--- config.mk ---
export PLATFORM = sky130hd
export DESIGN_NAME = find_first_one_index_rr
export DESIGN_NICKNAME = d
export VERILOG_FILES = /design/src/rtl/find_first_one_index_rr_pkg.sv /design/src/rtl/find_highest_one.sv /design/src/rtl/find_first_one_index_rr.sv
export SDC_FILE = /design/constraint.sdc
export NUM_CORES = 1
export LEC_CHECK = 0
export BUFFER_PORTS_ARGS = -buffer_cell sky130_fd_sc_hd__buf_2
export CAP_MARGIN = 10
export CORE_ASPECT_RATIO = 1.25
export CORE_UTILIZATION = 39
export CTS_CLUSTER_DIAMETER = 60
export DETAILED_ROUTE_END_ITERATION = 12
export PLACE_DENSITY = 0.57
export SLEW_MARGIN = 20
export SYNTH_ARGS = -nofsm -noshare
export SYNTH_HDL_FRONTEND = slang
export SYNTH_SLANG_ARGS = --single-unit
--- constraint.sdc ---
create_clock -name clk_in -period 8.55 [get_ports clk_in]
set_input_delay 0.855 -clock clk_in [delete_from_list [all_inputs] [get_ports clk_in]]
set_output_delay 0.855 -clock clk_in [all_outputs]
set_load 0.01 [all_outputs]
--- src/rtl/find_first_one_index_rr_pkg.sv ---
// find_first_one_index_rr_pkg: mode constants and index-width legality check
package find_first_one_index_rr_pkg;
  localparam logic FFO_MODE_FIXED = 1'b0;
  localparam logic FFO_MODE_RR = 1'b1;
  function automatic bit index_width_ok(int vector_length, int index_width);
    return vector_length >= 2 && (1 << index_width) >= vector_length;
  endfunction
endpackage

--- src/rtl/find_highest_one.sv ---
// find_highest_one: combinational encoder for the highest set bit of a vector
module find_highest_one #(
  parameter int VECTOR_LENGTH = 32,
  parameter int INDEX_WIDTH = 5
) (
  input  logic [VECTOR_LENGTH-1:0] vector_in,
  output logic [INDEX_WIDTH-1:0]   index_out,
  output logic                     found_out
);
  // scan upward so the highest set bit is the last one to write the index
  always_comb begin
    index_out = '0;
    found_out = 1'b0;
    for (int i = 0; i < VECTOR_LENGTH; i++) begin
      if (vector_in[i]) begin
        index_out = INDEX_WIDTH'(i);
        found_out = 1'b1;
      end
    end
  end
endmodule

--- src/rtl/find_first_one_index_rr.sv ---
// find_first_one_index_rr: registered, handshaked highest-set-bit finder with optional round robin
module find_first_one_index_rr
  import find_first_one_index_rr_pkg::*;
#(
  parameter int VECTOR_LENGTH = 32,
  parameter int INDEX_WIDTH = 5
) (
  input  logic                     clk_in,
  input  logic                     reset_in,
  input  logic [VECTOR_LENGTH-1:0] vector_in,
  input  logic                     vector_valid_in,
  output logic                     vector_ready_out,
  input  logic                     round_robin_mode_in,
  output logic [INDEX_WIDTH-1:0]   index_out,
  output logic                     found_out,
  output logic                     index_valid_out,
  input  logic                     index_ready_in
);
  if (!index_width_ok(VECTOR_LENGTH, INDEX_WIDTH)) begin : g_bad_width
    $error("INDEX_WIDTH too small for VECTOR_LENGTH");
  end
  logic [INDEX_WIDTH-1:0] last_index_q, last_index_d, index_q, index_d, masked_index, raw_index, sel_index;
  logic found_q, found_d, valid_q, valid_d, masked_found, raw_found, rr, accept;
  logic [VECTOR_LENGTH-1:0] mask;
  find_highest_one #(.VECTOR_LENGTH(VECTOR_LENGTH), .INDEX_WIDTH(INDEX_WIDTH)) u_masked (
    .vector_in(vector_in & mask),
    .index_out(masked_index),
    .found_out(masked_found)
  );
  find_highest_one #(.VECTOR_LENGTH(VECTOR_LENGTH), .INDEX_WIDTH(INDEX_WIDTH)) u_raw (
    .vector_in(vector_in),
    .index_out(raw_index),
    .found_out(raw_found)
  );
  // masked search below last grant wins in round robin; raw search is the wrap and fixed-priority result
  always_comb begin
    mask = (VECTOR_LENGTH'(1) << last_index_q) - VECTOR_LENGTH'(1);
    rr = round_robin_mode_in == FFO_MODE_RR;
    sel_index = rr && masked_found ? masked_index : raw_index;
    vector_ready_out = ~valid_q | index_ready_in;
    accept = vector_valid_in & vector_ready_out;
    valid_d = accept ? 1'b1 : (index_ready_in ? 1'b0 : valid_q);
    index_d = accept ? sel_index : index_q;
    found_d = accept ? raw_found : found_q;
    last_index_d = accept && rr && raw_found ? sel_index : last_index_q;
  end
  // one-entry output register plus round-robin pointer
  always_ff @(posedge clk_in) begin
    if (reset_in) begin
      valid_q <= 1'b0;
      index_q <= '0;
      found_q <= 1'b0;
      last_index_q <= '0;
    end else begin
      valid_q <= valid_d;
      index_q <= index_d;
      found_q <= found_d;
      last_index_q <= last_index_d;
    end
  end
  assign index_out = index_q;
  assign found_out = found_q;
  assign index_valid_out = valid_q;
endmodule

==> impl_metrics.sql <==
INSERT INTO impl_metrics (metric_group, metric, value, unit) VALUES
('outcome', 'run_status', 'finished, final reports clean', ''),
('die', 'boundary_pin_count', '45', ''),
('layout', 'drive_gt1_share', '19.3', '%'),
('sta', 'fmax', '247', 'MHz'),
('logic_synthesis', 'post_synth_edffs', '0', ''),
('die', 'core_area', '5440', 'um2'),
('setup_path', 'largest_stage_delay_worst_path', '0.86', 'ns'),
('placement', 'globalplace.congestion', '0.973', ''),
('logic_synthesis', 'netlist_instances', '327', ''),
('logic_synthesis', 'dominant_combinational_cell_family_by_area_after_synthesis', 'compound AO/OA/AOI/OAI gates', ''),
('layout', 'area_growth', '10.6', '%'),
('setup_path', 'timing.critical_path.cells', 'nor2_1 -> nand2_1 -> ha_1 -> buf_4 -> or3_1 -> a21oi_1 -> a311oi_1 -> nand4bb_1 -> or2_1 -> or3b_1 -> a311oi_1', ''),
('clock_network', 'tritoncts_clock_tree', 'done', ''),
('global_routing', 'grtUsageTotal', '25.1', '%'),
('global_routing', 'grt_overflow', '0', ''),
('die', 'floorplan.die_area', '6010', 'um2'),
('logic_synthesis', 'synth_simple_gate_area_share', '37.3', '%'),
('setup_path', 'worst_setup_ep_type', 'register', ''),
('layout', 'fillCellCount', '545', ''),
('logic_synthesis', 'ys_types', '65', ''),
('logic_synthesis', 'yosysWarnings', '0', ''),
('sta', 'number_of_hold_violations_in_the_final_report', '0', ''),
('layout', 'finish.net_count', '397', ''),
('power_and_ir_drop', 'ir_drop', '0.143', 'mV'),
('clock_network', 'cts_inserted_buffers', '3', ''),
('clock_network', 'clock_tree.buffer_depth', '2', ''),
('job', 'maxCapViolCount', '0', ''),
('layout', 'antenna_diode_count', '0', ''),
('global_routing', 'grt_start_max_net_pins', '38', ''),
('placement', 'hpwlAfterDp', '5670', 'um'),
('global_routing', 'grt_first_pass_wirelength', '12200', 'um'),
('setup_path', 'critPathRequiredTime', '8.70', 'ns'),
('layout', 'multiInputGateArea', '1790', 'um2'),
('route', 'drt_drc_violations_left', '0', ''),
('clock_network', 'h-tree-depth', '1', ''),
('logic_synthesis', 'syn_avg_cell_area', '6.80', 'um2'),
('route', 'drt-pass1-iter-count', '5', ''),
('logic_synthesis', 'syn_area', '2220', 'um2'),
('setup_path', 'worstPathMaxFanout', '23', ''),
('layout', 'final-seq-area', '240', 'um2'),
('sta', 'worst_slew_pin_slew', '0.837', 'ns'),
('power_and_ir_drop', 'power.leakage', '0.994', 'nW'),
('die', 'initial_utilization', '40.9', '%'),
('logic_synthesis', 'syn_nets', '365', ''),
('clock_network', 'cts-hold-fix-buffers', '0', ''),
('setup_path', 'critical_path_arrival', '4.20', 'ns'),
('setup_path', 'criticalPathCategory', 'register to register', ''),
('route', 'antenna_left', '0', ''),
('clock_network', 'cts_root_buffer', 'clkbuf_8', ''),
('logic_synthesis', 'yosysSeqAreaShare', '10.8', '%'),
('sta', 'timing.final.crit_share', '47.3', '%'),
('route', 'viasPerCell', '6.30', ''),
('global_routing', 'grt_antenna_before_repair', '0', ''),
('die', 'dieHeight', '86.4', 'um'),
('die', 'fp.dieW', '69.5', 'um'),
('power_and_ir_drop', 'power_density', '136', 'nW/um2'),
('setup_path', 'cpMostUsedCell', 'a311oi_1', ''),
('logic_synthesis', 'synth_compound_area_share', '41.6', '%'),
('die', 'site_rows', '30', ''),
('logic_synthesis', 'async_reset_ff_share', '0', '%'),
('clock_network', 'buffers_inserted_during_post_cts_setup_optimization', '0', ''),
('logic_synthesis', 'synth.area.mux_share', '0.450', '%'),
('setup_path', 'worst_path_max_delay_cell', 'dfxtp_1', ''),
('clock_network', 'clock_insertion_delay_worst_skew', '0.24', 'ns'),
('route', 'wire_per_inst', '17.7', 'um'),
('route', 'wirelength', '7450', 'um'),
('placement', 'number_of_placed_instances_taps_included', '418', ''),
('route', 'dr_total_vias', '2659', ''),
('placement', 'place.port_buffers', '44', ''),
('logic_synthesis', 'synth_seq_cells', '12', ''),
('clock_network', 'cts_sinks', '12', '');
metal layers:
metal / global-route usage, % / part of all wire (%) / vias to the layer above
met2: 43.2 / 48 / 97
met5: 0 / 0 / -
met3: 1.40 / 4.6 / 8
li1: - / - / 1335
met1: 34.5 / 46 / 1219
met4: 6.12 / 1.3 / 0
per-stage QoR:
step	hold WS, ns	cell area (um2)	util (%)	total power, mW	worst slack [ns]
finish	0.477	2460	45.2	0.334	4.50
global route	0.510	2460	45.2	0.359	4.09
CTS	0.477	2460	45.2	0.332	4.59
detailed placement	0.468	2400	44.2	0.269	4.63
global placement	0.464	2400	44.2	0.270	4.72
floorplan	0.494	2220	-	0.222	5.19
critical path, delay by kind of cell, from the launching register on:
family	cells	cell delay, ns
simple gates	6	1.46
compound gates	3	0.87
flops	1	0.86
fa+ha+maj	1	0.45
buf+inv	1	0.32
layout by cell type, fill, tap and decap left out, types with 4 or more instances in the layout:
cell type,synthesis,routed
nor4_1,11,11
nand4_1,5,5
clkbuf_8,0,4
a21o_1,5,5
a31oi_1,4,4
nand2_1,24,24
nand3_1,12,12
nor3_1,11,11
buf_2,8,44
nor4b_1,4,4
nor2b_1,6,6
buf_4,1,5
a21oi_1,20,20
inv_1,11,11
dfxtp_1,12,12
and3_1,6,6
nor2_1,41,41
o21ai_1,5,5
o31ai_1,4,4
a211oi_1,7,7
o311ai_0,4,4
o21a_1,11,11
a311oi_1,4,4
and2_1,7,7
o211ai_1,9,9
nor3b_1,4,4
o21ai_0,17,17
nand2b_1,6,6
synthesized netlist by cell type, drive strengths merged, types with 5 or more instances:
cell | count | area (um2)
dfxtp | 12 | 240
nor4 | 11 | 68.8
nand4 | 5 | 31.3
nand3 | 12 | 60.1
a21oi | 20 | 100
nor2 | 41 | 154
buf | 18 | 141
and3 | 6 | 37.5
inv | 11 | 41.3
a311oi | 6 | 65.1
nor2b | 6 | 37.5
o21ai | 22 | 110
nor3 | 14 | 91.3
a211oi | 8 | 65.1
o311ai | 5 | 43.8
nand2b | 6 | 37.5
o21a | 11 | 82.6
o211ai | 10 | 80.1
a21o | 5 | 37.5
and2 | 7 | 43.8
nand2 | 24 | 90.1
final timing paths:
check                                             startpoint                            to  slack, ns  cells past startpoint
worst min-delay path               index_out[2]$_SDFFE_PP0P_     index_out[2]$_SDFFE_PP0P_       0.48                      2
worst max register to register  last_index_q[0]$_SDFFE_PP0P_  last_index_q[1]$_SDFFE_PP0P_       4.50                     11
worst min register to register     index_out[2]$_SDFFE_PP0P_     index_out[2]$_SDFFE_PP0P_       0.48                      2
worst max-delay path            last_index_q[0]$_SDFFE_PP0P_  last_index_q[1]$_SDFFE_PP0P_       4.50                     11
state kept, by name (all words and copies together), names as in the netlist:
signal	flops
index_out	5
index_valid_out	1
found_out	1
last_index_q	5
logic make-up after synthesis:
family	after synthesis
AO/OA/AOI/OAI	126
XOR/XNOR	1
adder cells (fa/ha/maj)	1
buffers and inverters	33
flip-flops	12
multiplexers	1
AND/OR/NAND/NOR	153
final cells by class:
class / count / area share (%)
inverters: 11 / 1.68
well taps: 64 / 3.26
clock buffers: 4 / 2.24
repair buffers: 49 / 10.5
flip-flops and latches: 12 / 9.77
multi-input cells: 282 / 72.6
report_power, final:
group	internal (mW)	switching [mW]	leakage, nW	total [mW]
logic	0.0792	0.127	0.866	0.206
clock network	0.0407	0.0211	0.0288	0.0619
registers	0.0612	0.00483	0.0995	0.0660
Power figures use the tool's default switching activity.
